==> src/rtl/uart_receiver.sv <==
// uart_receiver: oversampled UART receiver with start qualification, stop check and error pulses
module uart_receiver #(
  parameter int SIZE_DATA = 8,
  parameter int OVER_SAMPLE = 16
) (
  input  logic                 i_clk,
  input  logic                 i_rst_n,
  input  logic                 i_stick,
  input  logic                 i_rx_serial,
  input  logic                 i_fifo_full,
  output logic [SIZE_DATA-1:0] o_rx_data,
  output logic                 o_rx_valid,
  output logic                 o_frame_err,
  output logic                 o_overrun,
  output logic                 o_rx_busy
);
  localparam int CW = $clog2(OVER_SAMPLE);
  localparam int IW = $clog2(SIZE_DATA) + 1;
  typedef enum logic [2:0] {IDLE, START, DATA, STOP, BRK} state_t;
  state_t state, nxt;
  logic [1:0] sync;
  logic rx_s, samp, valid_d, ferr_d, ovr_d;
  logic [CW-1:0] cnt;
  logic [IW-1:0] idx;
  logic [SIZE_DATA-1:0] sh;
  assign rx_s = sync[1];
  assign samp = i_stick && cnt == ((state == START) ? CW'(OVER_SAMPLE / 2 - 1) : CW'(OVER_SAMPLE - 1));
  // Two-flop synchronizer, idle-high reset so no false start after reset
  always_ff @(posedge i_clk or negedge i_rst_n)
    if (!i_rst_n) sync <= 2'b11;
    else sync <= {sync[0], i_rx_serial};
  // State register
  always_ff @(posedge i_clk or negedge i_rst_n)
    if (!i_rst_n) state <= IDLE;
    else state <= nxt;
  // Next state: IDLE and BRK react to the line directly, others only on the sample tick
  always_comb begin
    nxt = IDLE;
    case (state)
      IDLE:    nxt = rx_s ? IDLE : START;
      START:   nxt = !samp ? START : (rx_s ? IDLE : DATA);
      DATA:    nxt = (samp && idx == IW'(SIZE_DATA - 1)) ? STOP : DATA;
      STOP:    nxt = !samp ? STOP : (rx_s ? IDLE : BRK);
      BRK:     nxt = rx_s ? IDLE : BRK;
      default: nxt = IDLE;
    endcase
  end
  // Outputs: stop-sample verdicts and busy flag
  always_comb begin
    valid_d = state == STOP && samp && rx_s && !i_fifo_full;
    ovr_d = state == STOP && samp && rx_s && i_fifo_full;
    ferr_d = state == STOP && samp && !rx_s;
    o_rx_busy = state != IDLE;
  end
  // Sample counter, bit index, shift register and registered result pulses
  always_ff @(posedge i_clk or negedge i_rst_n)
    if (!i_rst_n) begin
      cnt <= '0;
      idx <= '0;
      sh <= '0;
      o_rx_data <= '0;
      o_rx_valid <= 1'b0;
      o_frame_err <= 1'b0;
      o_overrun <= 1'b0;
    end else begin
      cnt <= (state == IDLE || state == BRK || samp) ? '0 : i_stick ? cnt + CW'(1) : cnt;
      idx <= (state == IDLE) ? '0 : (state == DATA && samp) ? idx + IW'(1) : idx;
      sh <= (state == DATA && samp) ? {rx_s, sh[SIZE_DATA-1:1]} : sh;
      o_rx_data <= valid_d ? sh : o_rx_data;
      o_rx_valid <= valid_d;
      o_frame_err <= ferr_d;
      o_overrun <= ovr_d;
    end
endmodule
==> config.mk <==
export PLATFORM = sky130hd
export DESIGN_NAME = uart_receiver
export DESIGN_NICKNAME = d
export VERILOG_FILES = /design/src/rtl/uart_receiver.sv
export SDC_FILE = /design/constraint.sdc
export NUM_CORES = 1
export LEC_CHECK = 0
export CAP_MARGIN = 20
export CORE_MARGIN = 4
export CORE_UTILIZATION = 45
export DETAILED_ROUTE_END_ITERATION = 16
export HOLD_SLACK_MARGIN = 0.12
export PLACE_DENSITY_LB_ADDON = 0.05
export RECOVER_POWER = 100
export SKIP_LAST_GASP = 1
export SYNTH_ARGS = -nofsm -noshare
export SYNTH_HDL_FRONTEND = slang
export SYNTH_SLANG_ARGS = --single-unit
==> constraint.sdc <==
create_clock -name i_clk -period 4.8 [get_ports i_clk]
set_clock_uncertainty 0.15 [all_clocks]
set_input_delay 0.48 -clock i_clk [delete_from_list [all_inputs] [get_ports i_clk]]
set_output_delay 0.48 -clock i_clk [all_outputs]
set_load 0.05 [all_outputs]
**After elaboration in Yosys (flattened, before gate mapping)**

Index checks and enable logic that the tools add are counted.

- $add $sub $neg: 2
- Eq/ne operators: 6
- Multiplexer cells: 12
- Reductions and logical operators: 16

Operators by type and width:

| kind | count |
|---|---|
| 4-bit 2-to-1 mux | 5 |
| 3-bit one-hot mux with 5 select lines | 1 |
| 4-bit by 1-bit adder with 4-bit output (second input constant) | 2 |
| 1-bit logical AND | 8 |
| 3-bit by 2-bit == test with 1-bit output (second input constant) | 2 |
| 3-bit 2-to-1 mux | 2 |
| 4-bit by 3-bit == test with 1-bit output (second input constant) | 1 |
| 4-bit == test | 1 |
| 2-bit 2-to-1 mux | 2 |
| 2-bit nonzero test | 2 |
| 3-bit by 1-bit == test with 1-bit output (second input constant) | 1 |
| 3-bit == test (second input constant) | 1 |
| 3-bit logical NOT | 1 |
| 3-bit nonzero test | 1 |
| 1-bit logical NOT | 2 |
| 1-bit logical OR | 2 |
| 1-bit 2-to-1 mux | 2 |

- Register bits: 32
- Input port bits: 5

**Logic depth before layout (Yosys ltp)**

- Word-level depth: 7
- Gate-level depth with buffers: 6
- Depth with buffers taken out: 5

**Worst setup path before layout**

Ideal clock, no wire load.

- Path type: register -> output
- Start point: register state[0]
- End point: output port o_rx_busy
- Arrival: 1,200 ps
- Required time: 4,170 ps
- Path slack: 2,970 ps
- Cell stages (with the launch flop): 5
- Path through: dfrtp_1 buf_2 or2_2 nor2_1 inv_1

- Cells in the longest elaborated chain, start to end: 1

Ends and longest elaborated chain:

| item | line | source |
|---|---|---|
| start, declared | 20 | `state_t state, nxt;` |
| start signal, assigned | 35 | `else state <= nxt;` |
| 3-bit nonzero test | 53 | `o_rx_busy = state != IDLE;` |
| end, declared | 15 | `output logic o_rx_busy` |

Every way passes these cells.

**Worst setup path after layout**

Ends and elaborated chain as after synthesis.

==> flow_summary.yaml <==
timing:
  max_freq_ghz: 0.346
  fin_crit_ns: 2.89
  final.period_utilization: 0.603
  rsz0062_at_grt: "false"
  drv_slew: 33
  fin_setup_tns_ns: 0
  maxSlewHeadroom: -0.108
  tightest_slew_ns: 1.66
  hold_viol: 0
  setup_viol: 0
  fin_ws_ns: 1.91
floorplanning:
  core_region_area_mm2: 0.00283
  die_h_um: 63.3
  rows: 19
  initial_core_util: 0.486
  pin_count: 17
  die_w_um: 63.3
  die_area_mm2: 0.00400
setup_path:
  rr_startpoint: "cnt[0]$_DFFE_PN0P_"
  end_kind: "output port"
  timing.rr.end: "o_rx_data[2]$_DFFE_PN0P_"
  slowest_delay_ns: 0.78
  arrival_ns: 2.26
  crit_type: "flip-flop to output port"
  cp.required_ns: 4.17
  slowest_stage: "dlygate4sd3_1"
  cp-start-kind: "flip-flop"
  crit_buf_inv: 2
  reg2reg_setup_slack_ns: 2.75
  crit_chain: "or2_2, nor2_1, inv_1, dlygate4sd3_1"
  critPathTopFamily: "buffers and inverters"
  r2r_cells: 4
  cp_max_fo: 10
synth:
  ys_seq_area_frac: 0.585
  synth_area_mm2: 0.00137
  synth_nets: 119
  ys.flop_type: "dfrtp_1"
  synth.distinct_cells: 32
  netlist_instances: 112
  avgSynthCellArea_um2: 12.3
  synth_warnings: 0
  async_flop_share: 1.00
  ys_seq_elements: 32
  synth_edf_count: 0
place:
  gp_congestion: 0.782
  dp_hpwl_um: 1580
  io_buffers: 16
  pre_cts_slack_ns: 2.32
  post-place-cells: 155
routing:
  drc_errors: 0
  dr.pass1.iters: 4
  wl_um: 2230
  vias: 867
  via_per_inst: 5.32
  ant_nets: 0
  drt_iter0_drc: 29
  routedWlPerCell_um: 13.7
cts:
  cts_tree: "done"
  clock-root-buffer: "clkbuf_4"
  numCtsBuffers: 5
  clock_sinks: 32
  cts_hold_buf: 0
  cts_setup_buffers: 0
  clk_pin_slew_ns: 0.10
  clk_latency_ns: 0.33
  cts.htree.levels: 2
  ctsResizeCount: 0
  clockBufferDepth: 2
pwr:
  pwr-share-clk: 0.248
  p_int_uw: 405
  p_sw_uw: 191
  leakage_uw: 0.000799
  p_seq_frac: 0.552
  ir_drop_uv: 225
  combPwrFrac: 0.199
  design_power_total_uw: 596
  swShare: 0.320
  power_density_mw_per_mm2: 372
global_routing:
  grt.total_usage: 0.130
  grt_pass1_wl_um: 4000
  grt_overflow_total: 0
  grt_pass1_vias: 870
  grt_max_degree: 33
  grt_antenna_before_repair: 0
final_layout:
  nets: 138
  area_growth_pct: 16.7
  n_antenna_cell: 0
  instances_no_fill: 163
  drive_above_1_share: 0.220
flow_run:
  max_cap_violations: 1
min_path:
  hold_path.class: "flip-flop to flip-flop"
  hold_end: "sync[1]$_DFF_PN1_"
  hold_start: "sync[0]$_DFF_PN1_"
  hold_path_depth: 0
run_status:
  run_status: "finished with violations"
  violations: "capacitance limit, slew limit"
==> worst max-delay path by stage <==
stage	startpoint	end	slack, ns	depth (start not counted)
after CTS	state[0]$_DFF_PN0_	o_rx_busy	1.94	4
final	state[0]$_DFF_PN0_	o_rx_busy	1.91	4
after floorplan	state[0]$_DFF_PN0_	o_rx_busy	2.97	4
after global placement	state[0]$_DFF_PN0_	o_rx_busy	2.35	4
after global routing	state[0]$_DFF_PN0_	o_rx_busy	1.82	4
after detailed placement	state[0]$_DFF_PN0_	o_rx_busy	2.32	4
==> flip-flops by register name, summed over array words and instances, names as in the netlist <==
signal,flops
o_rx_data,8
sh,8
cnt,4
idx,4
state,3
sync,2
o_frame_err,1
o_overrun,1
o_rx_valid,1
==> cell usage in the layout, fill, tap and decap left out, drive strengths merged <==
cell | netlist | final
o21ai | 4 | 4
or3 | 2 | 2
dfrtp | 30 | 30
inv | 3 | 3
o221ai | 1 | 1
nor2b | 1 | 1
xor2 | 2 | 2
nand4b | 1 | 1
or3b | 1 | 1
clkbuf | 1 | 6
nand3 | 4 | 4
xnor2 | 1 | 1
nand2 | 7 | 7
nor2 | 10 | 10
ha | 2 | 2
clkdlybuf4s50 | 0 | 1
dfstp | 2 | 2
mux2i | 2 | 2
or2 | 1 | 1
dlygate4sd3 | 0 | 15
and2b | 1 | 1
or4 | 1 | 1
mux2 | 16 | 16
o311ai | 1 | 1
nor3b | 2 | 2
nand4 | 2 | 2
and4 | 1 | 1
and3b | 1 | 1
o31ai | 1 | 1
a21oi | 5 | 5
and2 | 1 | 1
clkinv | 0 | 3
o21a | 1 | 1
==> Yosys cell counts, drive strengths merged (3+ instances only) <==
master  instances  area share
mux2           16        0.13
nand2           7       0.019
nor2           10       0.027
dfrtp          30        0.55
buf             4       0.015
inv             3      0.0082
a21oi           5       0.018
nand3           4       0.015
o21ai           4       0.015
==> per-layer routing <==
layer	vias to the layer above	track usage	share of wire
met5	-	0	0
met4	0	0.0566	0.020
met3	7	0.0551	0.053
met2	22	0.187	0.44
met1	411	0.169	0.49
li1	427	-	-
==> kinds of logic (layout without fill, tap and decap cells) <==
| logic type | count (synthesis) | after routing | synth area share |
|---|---|---|---|
| buffers and inverters | 8 | 28 | 0.0255 |
| XOR/XNOR | 3 | 3 | 0.0191 |
| AO/OA/AOI/OAI | 13 | 13 | 0.0565 |
| multiplexers | 18 | 18 | 0.146 |
| flip-flops | 32 | 32 | 0.585 |
| adder cells (fa/ha/maj) | 2 | 2 | 0.0182 |
| AND/OR/NAND/NOR | 36 | 36 | 0.150 |
==> through the flow <==
stage | hold slack, ns | utilization | instance area, µm²
3_3_place_gp | 0.198 | 0.550 | 1560
4_1_cts | 0.213 | 0.570 | 1610
2_1_floorplan | 0.0344 | - | 1370
5_1_grt | 0.223 | 0.567 | 1600
3_5_place_dp | 0.199 | 0.550 | 1560
6_report | 0.213 | 0.567 | 1600
==> power groups by stage <==
stage / Sequential (µW) / Combinational [µW] / Clock, µW
3_3_place_gp: 333 / 120 / 0
2_1_floorplan: 320 / 103 / 0
6_report: 329 / 119 / 148
3_5_place_dp: 334 / 123 / 0
4_1_cts: 329 / 124 / 157
5_1_grt: 335 / 134 / 169
==> area by class of cell <==
| cell class | instances | area [µm²] |
|---|---|---|
| inverter | 3 | 11.3 |
| clock inverter | 3 | 18.8 |
| clock buffer | 5 | 37.5 |
| sequential | 32 | 803 |
| multi-input combinational | 72 | 529 |
| tap | 31 | 38.8 |
| fill | 251 | 1230 |
| timing repair buffer | 17 | 164 |
No activity file was read; power rests on OpenSTA's default activity.
